File: src/rtl/adder_sweep_ctrl_if.sv
// Operand/result bus between the sweep controller and the dual RCA/CLA adder datapath.
interface adder_sweep_ctrl_if;
  logic [3:0] a;
  logic [3:0] b;
  logic       Cin;
  logic       sel;
  logic       load;
  logic [9:0] Q;

  modport master (output a, b, Cin, sel, load, input Q);
  modport slave  (input a, b, Cin, sel, load, output Q);
endinterface

File: src/rtl/adder_sweep_ctrl.sv
// Sweeps all {Cin,a,b} vectors through the adder datapath, once per adder (RCA then CLA),
// and checks every packed 10-bit result against a golden sum.
module adder_sweep_ctrl #(
  parameter int unsigned HOLD     = 4,
  parameter int unsigned LAST_VEC = 511
) (
  input  logic                 clk,
  input  logic                 rst_n,
  input  logic                 start,
  adder_sweep_ctrl_if.master   dp,
  output logic                 busy,
  output logic                 done,
  output logic                 pass,
  output logic [10:0]          err_cnt,
  output logic [8:0]           first_err_vec,
  output logic                 first_err_phase,
  output logic                 first_err_valid
);

  typedef enum logic [2:0] {
    IDLE,
    DRIVE_R,
    SAMPLE_R,
    DRIVE_C,
    SAMPLE_C,
    DONE
  } state_t;

  localparam logic [3:0] HOLD_LAST = 4'(HOLD - 1);
  localparam logic [8:0] VEC_LAST  = 9'(LAST_VEC);

  state_t     state;
  state_t     state_nxt;
  logic [8:0] vec;
  logic [3:0] hold_cnt;
  logic       accept;
  logic       sampling;
  logic [4:0] gold_sum;
  logic [9:0] gold_q;

  // Operands are the vector register itself, so they only move when vec does
  assign dp.Cin = vec[8];
  assign dp.a   = vec[7:4];
  assign dp.b   = vec[3:0];

  assign accept   = ((state == IDLE) || (state == DONE)) && start;
  assign sampling = (state == SAMPLE_R) || (state == SAMPLE_C);
  assign gold_sum = 5'(dp.a) + 5'(dp.b) + 5'(dp.Cin);
  assign gold_q   = (state == SAMPLE_C) ? {gold_sum, 5'b0} : {5'b0, gold_sum};

  always_ff @(posedge clk) begin
    if (!rst_n) begin
      state <= IDLE;
    end else begin
      state <= state_nxt;
    end
  end

  always_comb begin
    state_nxt = state;
    unique case (state)
      IDLE, DONE: if (start) state_nxt = DRIVE_R;
      DRIVE_R:    if (hold_cnt == HOLD_LAST) state_nxt = SAMPLE_R;
      SAMPLE_R:   state_nxt = DRIVE_C;
      DRIVE_C:    if (hold_cnt == HOLD_LAST) state_nxt = SAMPLE_C;
      SAMPLE_C:   state_nxt = (vec == VEC_LAST) ? DONE : DRIVE_R;
      default:    state_nxt = IDLE;
    endcase
  end

  always_comb begin
    busy    = 1'b0;
    done    = 1'b0;
    dp.load = 1'b0;
    dp.sel  = 1'b0;
    unique case (state)
      IDLE:     ;
      DRIVE_R:  begin busy = 1'b1; dp.load = 1'b1; end
      SAMPLE_R: busy = 1'b1;
      DRIVE_C:  begin busy = 1'b1; dp.load = 1'b1; dp.sel = 1'b1; end
      SAMPLE_C: begin busy = 1'b1; dp.sel = 1'b1; end
      DONE:     done = 1'b1;
      default:  ;
    endcase
  end

  assign pass = done && (err_cnt == '0);

  always_ff @(posedge clk) begin
    if (!rst_n) begin
      vec             <= '0;
      hold_cnt        <= '0;
      err_cnt         <= '0;
      first_err_vec   <= '0;
      first_err_phase <= 1'b0;
      first_err_valid <= 1'b0;
    end else if (accept) begin
      vec             <= '0;
      hold_cnt        <= '0;
      err_cnt         <= '0;
      first_err_vec   <= '0;
      first_err_phase <= 1'b0;
      first_err_valid <= 1'b0;
    end else begin
      if (dp.load) begin
        hold_cnt <= (hold_cnt == HOLD_LAST) ? '0 : hold_cnt + 4'd1;
      end
      if (sampling && (dp.Q != gold_q)) begin
        err_cnt <= err_cnt + 11'd1;
        if (!first_err_valid) begin
          first_err_vec   <= vec;
          first_err_phase <= dp.sel;
          first_err_valid <= 1'b1;
        end
      end
      if ((state == SAMPLE_C) && (vec != VEC_LAST)) begin
        vec <= vec + 9'd1;
      end
    end
  end

endmodule

File: src/flat_wrapper.sv
// flat-port wrapper written by rule: the top's interface ports become plain ports
module adder_sweep_ctrl_flat 
#(
  parameter int unsigned HOLD     = 4,
  parameter int unsigned LAST_VEC = 511
)
  (clk, rst_n, start, busy, done, pass, err_cnt, first_err_vec, first_err_phase, first_err_valid, dp_a, dp_b, dp_Cin, dp_sel, dp_load, dp_Q);
  adder_sweep_ctrl_if dp_i ();
  input  logic clk;
  input  logic rst_n;
  input  logic start;
  output logic busy;
  output logic done;
  output logic pass;
  output logic [10:0] err_cnt;
  output logic [8:0] first_err_vec;
  output logic first_err_phase;
  output logic first_err_valid;
  output wire logic [$bits(dp_i.a)-1:0] dp_a;
  output wire logic [$bits(dp_i.b)-1:0] dp_b;
  output wire logic [$bits(dp_i.Cin)-1:0] dp_Cin;
  output wire logic [$bits(dp_i.sel)-1:0] dp_sel;
  output wire logic [$bits(dp_i.load)-1:0] dp_load;
  input wire logic [$bits(dp_i.Q)-1:0] dp_Q;
  assign dp_a = dp_i.a;
  assign dp_b = dp_i.b;
  assign dp_Cin = dp_i.Cin;
  assign dp_sel = dp_i.sel;
  assign dp_load = dp_i.load;
  assign dp_i.Q = dp_Q;
  adder_sweep_ctrl #(.HOLD(HOLD), .LAST_VEC(LAST_VEC)) u_core (.clk(clk), .rst_n(rst_n), .start(start), .dp(dp_i), .busy(busy), .done(done), .pass(pass), .err_cnt(err_cnt), .first_err_vec(first_err_vec), .first_err_phase(first_err_phase), .first_err_valid(first_err_valid));
endmodule
File: config.mk
export PLATFORM = sky130hd
export DESIGN_NAME = adder_sweep_ctrl_flat
export DESIGN_NICKNAME = d
export VERILOG_FILES = /design/src/rtl/adder_sweep_ctrl_if.sv /design/src/rtl/adder_sweep_ctrl.sv /design/src/flat_wrapper.sv
export SDC_FILE = /design/constraint.sdc
export NUM_CORES = 1
export LEC_CHECK = 0
export CAP_MARGIN = 20
export CORE_ASPECT_RATIO = 2
export CORE_MARGIN = 3
export CORE_UTILIZATION = 54
export DETAILED_ROUTE_END_ITERATION = 16
export GPL_ROUTABILITY_DRIVEN = 0
export HOLD_SLACK_MARGIN = 0.1
export MAX_ROUTING_LAYER = met4
export PLACE_DENSITY = 0.85
export SETUP_SLACK_MARGIN = 0.1
export SLEW_MARGIN = 20
export SYNTH_ARGS = -nofsm -noshare
export SYNTH_HDL_FRONTEND = slang
export SYNTH_SLANG_ARGS = --single-unit
export TNS_END_PERCENT = 10
File: constraint.sdc
create_clock -name clk -period 6.3 [get_ports clk]
set_input_delay 1.26 -clock clk [delete_from_list [all_inputs] [get_ports clk]]
set_output_delay 1.26 -clock clk [all_outputs]
set_load 0.01 [all_outputs]
After elaboration in Yosys (flattened, before gate mapping)
Index checks and enable logic that the tools add are counted.
W data, S select, Z words.
Storage, ports and cells
  bits in registers: 38
  bits in latches: 0
  RAM bits: 0
  memory bits (read-only): 0
  input port bits: 13
  output and inout bits: 36
  memories kept: 0
Operators by class
  add/subtract/negate cells: 5
  multipliers: 0
  divide/modulo/power cells: 0
  $lt $le $gt $ge: 0
  eq/ne operators: 12
  shifts and indexed selects: 0
  mux-type cells: 11
  bitwise logic cells: 2
  reduce and logical (&&, ||, !) cells: 15
Operators with widths (count)
  $pmux W3 S5: 1
  $mux W3: 4
  $add A11 B1 Y11 const B: 1
  $logic_not A11 Y1: 1
  $mux W10: 1
  $ne A10 B10 Y1: 1
  $add A9 B1 Y9 const B: 1
  $eq A9 B9 Y1 const B: 1
  $ne A9 B9 Y1 const B: 1
  $reduce_or A2 Y1: 4
  $eq A3 B2 Y1 const B: 2
  $eq A3 B3 Y1 const B: 2
  $add A4 B4 Y5: 1
  $add A5 B1 Y5: 1
  $add A4 B1 Y4 const B: 1
  $eq A4 B2 Y1 const B: 1
  $logic_and A1 B1 Y1: 4
  $mux W1: 4
  $mux W4: 1
  $ne A2 B1 Y1 const B: 2
  $reduce_or A4 Y1: 1
  $eq A3 B1 Y1 const B: 1
  $logic_not A3 Y1: 1
  $reduce_and A3 Y1: 1
  other kinds (4): 6

Depth between registers and ports, before layout
  word-level depth: 6
  mapped depth: 11

Worst setup path before layout
Ideal clock, no wire load.
  kind: register -> register
  start: register u_core.vec[8]
  end: register u_core.err_cnt[10]
  setup time: 70 ps
  data arrival time: 2796 ps
  setup slack: 3434 ps
  cell stages (with the launch flop): 11
  path buffers: 1
  clock period less this slack: 2866 ps
  path through: dfxtp_1 -> fa_1 -> fa_1 -> nand2b_1 -> a31oi_1 -> o32ai_1 -> a32oi_1 -> o31ai_2 -> buf_6 -> or4_1 -> a21oi_1
Between the ends
  longest elaborated chain between the ends: 4
Ends and longest elaborated chain
  start, declared: RTL line adder_sweep_ctrl.sv:34  | logic [8:0] vec;
  start signal, assigned: RTL line adder_sweep_ctrl.sv:117  | vec <= vec + 9'd1;
  $add A5 B1 Y5: RTL line adder_sweep_ctrl.sv:48  | assign gold_sum = 5'(dp.a) + 5'(dp.b) + 5'(dp.Cin);
  $mux W10: RTL line adder_sweep_ctrl.sv:49  | assign gold_q = (state == SAMPLE_C) ? {gold_sum, 5'b0} : {5'b0, gold_sum};
  $ne A10 B10 Y1: RTL line adder_sweep_ctrl.sv:108  | if (sampling && (dp.Q != gold_q)) begin
  $logic_and A1 B1 Y1: RTL line adder_sweep_ctrl.sv:108
  end signal, assigned: RTL line adder_sweep_ctrl.sv:109  | err_cnt <= err_cnt + 11'd1;
  end, declared: RTL line adder_sweep_ctrl.sv:14  | output logic [10:0] err_cnt,
No other way between the ends.
A chain may end at the register's enable or synchronous reset.

Worst setup path in the final report
  start: register u_core.err_cnt[0]
  end: output port pass
Between the ends
  longest elaborated chain between the ends: 2
Ends and longest elaborated chain
  $logic_not A11 Y1: RTL line adder_sweep_ctrl.sv:87  | assign pass = done && (err_cnt == '0);
  $logic_and A1 B1 Y1: RTL line adder_sweep_ctrl.sv:87
  end, declared: RTL line flat_wrapper.sv:14  | output logic pass;
No other way between the ends.

==> metrics.txt <==
outcome=completed; postcts setup bufs=0; FF/Latch Area=761 um2; row cnt=31; Post-Route WL=5020 um; switching fraction of total power=23.4%; initial antenna violation count=0; Filler cells=308; clk sinks=38; met1 usage=25.0%; Setup TNS=0 ns; DR vias=1999; CTS Hold Buffers Added=0; first-pass GRT wire length=8560 um; CP Capture Type=primary output; vias in the first global route=1890; synth unique cells=49; Slew HR=67.8%; min Tclk post-route=3.57 ns; GR Util met2=43.2%; RSZ-0062 raised after global routing=false; area fraction in compound gates after synthesis=20.8%; io pins=49; Internal=0.000343 W; Core Util, Final=72.6%; Avg Cell Area, Syn=8.19 um2; Post-synth EDFFs=0; Synth Instances=256; Hold Fails Final Rpt=0; Crit path required time=5.04 ns; Final Setup Violations=0; Core ar.=3680 um2; DP Wirelength=3910 um; clk_lat worst skew=0.29 ns; clock-pin slew on the worst setup and hold paths=0.08 ns; P_leak=0.902 nW; cts repair resizes=0; GRT busiest layer=met2; DRC Markers=0; combinational share of power=6.4%; YS warnings=0; Die H=94.1 um; Synth Cell Area=2100 um2; Peak Freq=280 MHz; ys flop type=dfxtp_1; Pins Over Slew Limit=0; max_cap viols=0; drt initial violations=56; Layout Skew=0.00212 ns; FF+latch count, synth=38; Power Density=168 nW/um2; post-synthesis mux area share=0%; clk root buf=clkbuf_8; worst min-delay path category=reg -> reg; clock share of power=39.5%; sequential cell area fraction in the yosys report=36.3%; ant diodes=0; DIE WIDTH=50.1 um; Num CTS Buffers=5; Post-Layout Inst Area=2670 um2; H-Tree Level Count=2; critical path data arrival time=2.31 ns; simple-gate share of the synthesized area=26.1%; post-DR wirelength/cell=14.4 um; Final nets=322; switching power=0.000105 W; crit path max fanout=5; Slowest-stage cell, CP=or4b_2; maximum vdd drop=0.000152 V; critical path cell sequence=inv_1 -> ha_1 -> or4b_2 -> nor4_1 -> clkdlybuf4s50_1; Synthesized Nets=279; main combinational cell family by area after synthesis=simple AND/OR/NAND/NOR gates; WS Path Type=reg -> out; 1st-pass router iterations=4; layout cells sized above 1=5.33%; CTS max path bufs=2; largest net degree at the start of global routing=30; period utilisation layout=56.7%; via/cell ratio=5.73; post-route ant nets=0; met3 Use GR=3.34%; WHS=0.478 ns; # port buffers=48; TritonCTS clock tree=built; Layout area overhead=27.6%; CP Launch Type=register; share of flip-flops with an asynchronous set or reset=0%; initial core utilization=56.9%; Post-DP Area=2580 um2; Slew @ Worst Pin=0.484 ns; adder-cell share of the synthesized area=6.69%; Congestion Overflow GR=0; xor/xnor share of the synthesized area=4.60%; share of power burned in registers=54.1%; Overall Global Routing Usage=23.7%; CP peak stage delay=0.58 ns; die area=4710 um2; footprint of the multi-input gates=1230 um2
## cells in the mapped netlist, types with 5 or more instances
master | instances | area share (%)
nor3b_1 | 6 | 2.1
xor2_1 | 8 | 3.3
clkbuf_1 | 5 | 0.90
o21ai_0 | 15 | 3.6
or3_1 | 9 | 2.7
nor2_1 | 15 | 2.7
dfxtp_1 | 38 | 36
a21oi_1 | 33 | 7.9
nand2_1 | 23 | 4.1
ha_1 | 8 | 4.8
o21ai_1 | 5 | 1.2
o31ai_1 | 5 | 1.8
nand3_1 | 18 | 4.3
inv_1 | 6 | 1.1
nand4_1 | 5 | 1.5
## per-layer routing
| layer | up-vias | wire (um) |
|---|---|---|
| met2 | 46 | 2880 |
| met5 | - | 0 |
| met1 | 932 | 1890 |
| met4 | 0 | 111 |
| met3 | 10 | 140 |
| li1 | 1011 | - |
## kinds of logic after synthesis
logic type | count (synthesis)
xor gates and xnor gates | 11
and+or+nand+nor | 102
buffers and inverters | 21
adders and majority gates | 10
DFF | 38
AOI/OAI and AO/OA | 74
## power by group through the flow
stage          sequential (W)  combinational [W]  clock (W)
3_5_place_dp         0.000248          0.0000288          0
4_1_cts              0.000243          0.0000288   0.000178
5_1_grt              0.000243          0.0000318   0.000187
3_3_place_gp         0.000248          0.0000283          0
2_1_floorplan        0.000247          0.0000148          0
6_report             0.000243          0.0000287   0.000177
## cell usage in the layout, fill, tap and decap left out, types with 4 or more instances in the layout
cell type / n
clkdlybuf4s50_1: 48
dfxtp_1: 38
a21oi_1: 33
nand2_1: 23
nand3_1: 18
nor2_1: 15
o21ai_0: 15
or3_1: 9
xor2_1: 8
ha_1: 8
inv_1: 6
nor3b_1: 6
clkbuf_8: 6
nand4_1: 5
o21ai_1: 5
nor2b_1: 4
o31ai_1: 4
## worst paths after layout
path | from | end | slack (ns) | cells after the start
max | u_core.err_cnt[0] | pass | 2.73 | 5
min | u_core.hold_cnt[1] | u_core.hold_cnt[1] | 0.48 | 2
max reg2reg | u_core.vec[0] | u_core.err_cnt[6] | 3.12 | 10
min reg2reg | u_core.hold_cnt[1] | u_core.hold_cnt[1] | 0.48 | 2
## sequential cells by signal, summed over array words and instances, names as in the netlist
register,cells
u_core.hold_cnt,4
u_core.first_err_valid,1
u_core.err_cnt,11
u_core.first_err_vec,9
u_core.state,3
u_core.vec,9
u_core.first_err_phase,1
## critical path, delay by kind of cell, from the launching register on
family / cells / cell delay, ns
and+or+nand+nor: 2 / 0.82
buffers and inverters: 2 / 0.70
DFF: 1 / 0.36
adders and majority gates: 1 / 0.15
## area by class of cell
| type | count | share of cell area (%) |
|---|---|---|
| Clock buffer | 6 | 3.09 |
| Inverter | 7 | 0.983 |
| Tap cell | 49 | 2.29 |
| Timing Repair Buffer | 50 | 18.5 |
| Multi-Input combinational cell | 197 | 46.2 |
| Sequential cell | 38 | 28.5 |
| Clock inverter | 2 | 0.468 |
## per-stage QoR
stage | total power [W] | setup slack [ns] | cells
detailed placement | 0.000277 | 2.87 | 341
finish | 0.000449 | 2.73 | 349
global route | 0.000461 | 2.60 | 349
CTS | 0.000449 | 2.74 | 349
global placement | 0.000277 | 2.92 | 341
floorplan | 0.000262 | 3.43 | 256
Note: power is estimated with default switching activity, not from simulation.
